## src/rtl/pass_arbiter.sv

```systemverilog
// Round-robin arbiter sharing one fixed-latency datapath between two requesters;
// results come back tagged with the requester ID that issued them.
module pass_arbiter #(
  parameter int unsigned DATA_WIDTH = 8,
  parameter int unsigned DUT_LAT    = 1,
  parameter int unsigned CNT_WIDTH  = 16
) (
  input  logic                  clk,
  input  logic                  rst,
  input  logic                  en,
  input  logic                  req0_valid,
  input  logic [DATA_WIDTH-1:0] req0_data,
  output logic                  req0_ready,
  input  logic                  req1_valid,
  input  logic [DATA_WIDTH-1:0] req1_data,
  output logic                  req1_ready,
  output logic [DATA_WIDTH-1:0] dut_data_i,
  input  logic [DATA_WIDTH-1:0] dut_data_o,
  input  logic                  dut_bool_o,
  output logic                  resp_valid,
  output logic                  resp_id,
  output logic [DATA_WIDTH-1:0] resp_data,
  output logic                  resp_bool,
  output logic [CNT_WIDTH-1:0]  grant_cnt0,
  output logic [CNT_WIDTH-1:0]  grant_cnt1
);

  // ptr_q = 1 gives requester 1 priority when both are valid
  logic               ptr_q;
  logic               gnt0;
  logic               gnt1;
  logic               accept;
  logic [DUT_LAT-1:0] tag_vld_q;
  logic [DUT_LAT-1:0] tag_id_q;

  always_comb begin
    gnt0 = 1'b0;
    gnt1 = 1'b0;
    if (en && !rst) begin
      if (req0_valid && req1_valid) begin
        gnt0 = ~ptr_q;
        gnt1 = ptr_q;
      end else begin
        gnt0 = req0_valid;
        gnt1 = req1_valid;
      end
    end
  end

  assign req0_ready = gnt0;
  assign req1_ready = gnt1;
  assign accept     = gnt0 | gnt1;

  always_ff @(posedge clk) begin
    if (rst) begin
      ptr_q      <= 1'b0;
      dut_data_i <= '0;
      grant_cnt0 <= '0;
      grant_cnt1 <= '0;
    end else if (accept) begin
      ptr_q      <= gnt0;
      dut_data_i <= gnt1 ? req1_data : req0_data;
      if (gnt0 && grant_cnt0 != '1) grant_cnt0 <= grant_cnt0 + CNT_WIDTH'(1);
      if (gnt1 && grant_cnt1 != '1) grant_cnt1 <= grant_cnt1 + CNT_WIDTH'(1);
    end
  end

  // Tag shift register runs every cycle so in-flight items drain even with en low
  always_ff @(posedge clk) begin
    if (rst) begin
      tag_vld_q <= '0;
      tag_id_q  <= '0;
    end else begin
      tag_vld_q <= (tag_vld_q << 1) | DUT_LAT'(accept);
      tag_id_q  <= (tag_id_q << 1) | DUT_LAT'(gnt1);
    end
  end

  always_ff @(posedge clk) begin
    if (rst) begin
      resp_valid <= 1'b0;
      resp_id    <= 1'b0;
      resp_data  <= '0;
      resp_bool  <= 1'b0;
    end else if (tag_vld_q[DUT_LAT-1]) begin
      resp_valid <= 1'b1;
      resp_id    <= tag_id_q[DUT_LAT-1];
      resp_data  <= dut_data_o;
      resp_bool  <= dut_bool_o;
    end else begin
      resp_valid <= 1'b0;
    end
  end

endmodule

```

## config.mk

```make
export PLATFORM = sky130hd
export DESIGN_NAME = pass_arbiter
export DESIGN_NICKNAME = d
export VERILOG_FILES = /design/src/rtl/pass_arbiter.sv
export SDC_FILE = /design/constraint.sdc
export NUM_CORES = 1
export LEC_CHECK = 0
export ABC_AREA = 1
export BUFFER_PORTS_ARGS = -buffer_cell sky130_fd_sc_hd__buf_2
export CAP_MARGIN = 10
export CORE_AREA = 2 2 96 75
export CTS_CLUSTER_DIAMETER = 200
export DETAILED_ROUTE_END_ITERATION = 16
export DIE_AREA = 0 0 98 77
export GPL_ROUTABILITY_DRIVEN = 0
export GPL_TIMING_DRIVEN = 1
export RECOVER_POWER = 25
export SETUP_SLACK_MARGIN = 0.15
export SLEW_MARGIN = 20
export SYNTH_ARGS = -nofsm -noshare
export SYNTH_HDL_FRONTEND = slang
export SYNTH_SLANG_ARGS = --single-unit
export TNS_END_PERCENT = 10
```

## constraint.sdc

```tcl
create_clock -name clk -period 2.2 [get_ports clk]
set_input_delay 0.33 -clock clk [delete_from_list [all_inputs] [get_ports clk]]
set_output_delay 0.33 -clock clk [all_outputs]
set_load 0.01 [all_outputs]
```

**Word level (Yosys, flattened, before mapping)**

Cells that the tools add are included.

- Register bits: 54
- Bits in latches: 0
- Bits in writable memories: 0
- Memory bits (read-only): 0
- Output and inout port bits: 53
- Memories: 0

- $add $sub $neg: 2
- Multiply operators: 0
- Div/mod/pow operators: 0
- Order comparisons: 0
- Eq/ne operators: 2
- Shifts and indexed selects: 0
- Muxes and demuxes: 6
- Bitwise gates (word level): 2
- Reductions and logical operators: 7

Operator list:

| kind | number |
|---|---|
| $add 16x1->16 const B | 2 |
| $ne 16x16->1 const B | 2 |
| $mux 8 | 1 |
| $mux 1 | 5 |
| $logic_and 1x1->1 | 4 |
| $reduce_and 2->1 | 2 |
| $logic_not 1->1 | 1 |
| $not 1->1 | 1 |
| $or 1x1->1 | 1 |

**Longest topological paths before layout**

- Word-level depth: 5
- Gate-level depth with buffers: 10
- Mapped depth without buffers: 10

**Least setup slack after synthesis**

Ideal clock, no wire load.

- Kind: register to register
- From: reg grant_cnt0[0]
- To: reg grant_cnt0[0]
- Library setup time: 116 ps
- Data arrival time: 1374 ps
- Data required time: 2084 ps
- Setup slack: 710 ps
- Stages on the path, launching flop included: 10
- Clock period less this slack: 1490 ps
- Path through: dfxtp_1 > ha_1 > inv_1 > nor2_1 > nand2_1 > nor2_1 > nor2_4 > buf_6 > nor2_1 > nor2_1

- Cells in the longest elaborated chain, start to end: 3
- Elaborated cells on any way between the ends: 4
- Classes of those cells: 1 x add/sub; 1 x eq/ne; 2 x reduce/logical

Ends and longest elaborated chain:

| element | line | text |
|---|---|---|
| from (decl) | 24 | `output logic [CNT_WIDTH-1:0] grant_cnt0,` |
| from (signal assigned) | 63 | `if (gnt0 && grant_cnt0 != '1) grant_cnt0 <= grant_cnt0 + CNT_WIDTH'(1);` |
| branches (longest 3 deep; another with $add 16x1->16) | n/a |  |

Several ways; the timed one is not identified.
A chain may end at the register's enable or synchronous reset.

**Worst setup path in the final report**

- From: reg grant_cnt0[0]
- To: reg grant_cnt0[6]

The elaborated chain is that of the path after synthesis.

==> impl_metrics.env <==
export IMPL_drc_errors=0
export IMPL_maxClockFrequency_mhz=578
export IMPL_grt_max_degree=24
export IMPL_drive_gt1_share_pct=17.4
export IMPL_cp_num_cells=9
export IMPL_grt_setup_unrepaired="no"
export IMPL_timing_setup_critical_path_class="reg -> reg"
export IMPL_power_leakage_nw=1.45
export IMPL_critical_path_peak_fanout=11
export IMPL_detail_route_antenna_nets=0
export IMPL_ctsHtreeMaxLevel=2
export IMPL_start_kind="flip-flop"
export IMPL_critPathMaxStageDelay_ns=0.40
export IMPL_pins_over_slew_limit=0
export IMPL_clock_skew_final_ns=0.0111
export IMPL_post_synthesis_net_count=423
export IMPL_io_pins=83
export IMPL_placement_rows=26
export IMPL_outcome="complete, no violations"
export IMPL_core_area_sq_um=6600
export IMPL_grt_first_pass_wirelength_um=10900
export IMPL_worst_hold_path_type="in -> reg"
export IMPL_crit_path_top_delay_cell="dfxtp_1"
export IMPL_critical_path_reg2reg_startpoint="grant_cnt0[0]"
export IMPL_totalWireLength_um=6260
export IMPL_worst_setup_path_startpoint="grant_cnt0[0]"
export IMPL_routed_via_density=4.67
export IMPL_cap_violations=0
export IMPL_crit_family="simple AND/OR/NAND/NOR gates"
export IMPL_cts_tree="yes"
export IMPL_seq_area_frac_synth_pct=41.7
export IMPL_post_synth_top_area_share_pct=41.7
export IMPL_routed_via_count=2594
export IMPL_maximum_vdd_drop_mv=0.276
export IMPL_num_antenna_cells=0
export IMPL_tritoncts_num_sinks=54
export IMPL_synth_avg_cell_area_sq_um=6.63
export IMPL_clkLatencyLatePin_ns=0.30
export IMPL_syn_to_final_growth_pct=21.0
export IMPL_routedWlPerCell_um=11.3
export IMPL_first_global_vias=2374
export IMPL_clock_path_buffers=2
export IMPL_worst_hold_startpoint="dut_bool_o"
export IMPL_netlist_area_sq_um=2590
export IMPL_gr_total_overflow=0
export IMPL_dr_first_iter_drc_count=80
export IMPL_critical_path_most_common_cell="nand2_1"
export IMPL_groute_usage_overall_pct=17.2
export IMPL_post_cts_setup_buffers=0
export IMPL_postCtsResizedCells=0
export IMPL_synth_yosys_warnings=0
export IMPL_finalHoldViolations=0
export IMPL_worst_endpoint_arrival_ns=1.96
export IMPL_holdBufCountCts=0
export IMPL_starting_density_of_the_core_pct=39.2
export IMPL_cp_data_required_time_ns=2.43
export IMPL_initial_antenna_violation_count=0
export IMPL_chipWidth_um=98
export IMPL_clockRootBuffer="clkbuf_8"
export IMPL_period_needed_ns=1.73
export IMPL_cp_cell_sequence="ha_1, inv_1, nor2_1, nand2_1, inv_1, nand2_1, nand2_1, nand2_1, a21oi_1"
export IMPL_p_per_area_nw_per_um2=579
export IMPL_fillerInstances=698
export IMPL_finalSetupViolCount=0
export IMPL_total_power_w=0.00181
export IMPL_final_hold_worst_slack_ns=0.250
export IMPL_clkSlewWorstSetupHoldPaths_ns=0.09
export IMPL_synth_cell_type_count=24
export IMPL_setup_tns_ns=0
export IMPL_die_y_um=77
export IMPL_max_slew_worst_pin_slew_ns=0.529
export IMPL_synth_seq_cells=54
export IMPL_place_port_buffers=82
export IMPL_gate_count_post_synth=391
export IMPL_number_of_buffers_created_by_cts=5
export IMPL_synth_largest_area_cell="dfxtp_1"
export IMPL_dpl_hpwl_um=4580
export IMPL_r2r_cells=9
export IMPL_design_die_area_sq_um=7550
export IMPL_drt_pre_antenna_iters=4
export IMPL_ys_top_cells_by_area="dfxtp_1 42%, nand2_1 16%, nor2_1 11%"
export IMPL_cell_depth_of_the_worst_min_delay_path=3
export IMPL_critPathCaptureType="flip-flop"
export IMPL_final_period_utilization_pct=78.6
export IMPL_worst_path_buf_inv=2
export IMPL_worst_slew_margin_rel_pct=64.7
export IMPL_finish_net_count=503
==> sequential cells by signal (all words and copies together) (netlist names) <==
signal,cells
dut_data_i,8
tag_vld_q,1
resp_valid,1
grant_cnt1,16
resp_id,1
resp_data,8
ptr_q,1
grant_cnt0,16
tag_id_q,1
resp_bool,1
==> worst paths after layout <==
check | slack [ns] | endpoint
setup / recovery | 0.47 | grant_cnt0[6]
hold / removal | 0.25 | resp_bool
setup reg to reg | 0.47 | grant_cnt0[6]
hold reg to reg | 0.49 | resp_id
==> cell type report <==
class | instances | area [sq um] | share of cell area, %
multi-input cells | 287 | 1290 | 41.1
flip-flops and latches | 54 | 1080 | 34.5
clock inverters | 1 | 8.76 | 0.279
repair buffers | 86 | 415 | 13.3
well taps | 84 | 105 | 3.35
inverters | 37 | 139 | 4.43
clock buffers | 7 | 96.3 | 3.07
==> stage by stage <==
stage                     instance area (sq um)  util, %  instances  worst slack [ns]
after floorplan                            2590        -        391             0.710
after global placement                     3070     46.4        548             0.564
after detailed placement                   3070     46.4        548             0.524
after CTS                                  3170     48.0        556             0.495
after global routing                       3130     47.5        556             0.252
final                                      3130     47.5        556             0.470
==> worst reg2reg max path, delay by kind of cell, from the launching register on <==
kind,cells,cell delay (ns)
flops,1,0.40
compound gates,1,0.16
fa+ha+maj,1,0.27
simple gates,5,0.66
buf+inv,2,0.16
==> where the power goes <==
part	switching (W)	internal (W)	total (W)
Combinational	0.000107	0.0000655	0.000173
Sequential	0.0000207	0.00101	0.00103
Clock	0.000322	0.000289	0.000612
Total	0.000450	0.00136	0.00181
==> synth_stat cells <==
cell      instances
nand4_1           3
inv_1            34
nor2_2            2
nand3_1          33
nand2_2           1
o21ai_0          13
dfxtp_1          54
nand2_1         110
nor3b_1           1
buf_4             3
nor3_1            3
nor2_4            2
xor2_1            4
nand3b_1          2
nor2_1           74
nand3_2           2
a21oi_1          25
xnor2_1           2
buf_6             1
clkbuf_1          7
inv_2             3
buf_2             2
ha_1              2
o211ai_1          8
==> cells in the final DEF (no fill, tap or decap), types with 3 or more instances in the layout <==
master,instances
dfxtp_1,54
a21oi_1,25
nand2_1,110
o21ai_0,13
o211ai_1,8
nor2_1,75
nand4_1,3
inv_2,3
nor3_1,3
clkbuf_1,20
buf_2,62
nand3_1,34
buf_4,4
xor2_1,4
clkbuf_8,7
inv_1,34
==> routing by layer <==
| layer | up-vias | global-route usage (%) | share of wire, % |
|---|---|---|---|
| met3 | 2 | 4.56 | 4.8 |
| met2 | 62 | 27.1 | 43 |
| met1 | 1133 | 23.6 | 52 |
| met4 | 0 | 3.75 | 0.48 |
| met5 | - | 0 | 0 |
| li1 | 1397 | - | - |
==> logic make-up after synthesis <==
logic type                 count (synthesis)  synth area share, %
xor gates and xnor gates                   6                 2.03
AOI/OAI and AO/OA                         46                 9.66
buffers and inverters                     50                 8.06
and+or+nand+nor                          233                 37.6
DFF                                       54                 41.7
adders and majority gates                  2                0.966
(Power assumes the default switching activity.)
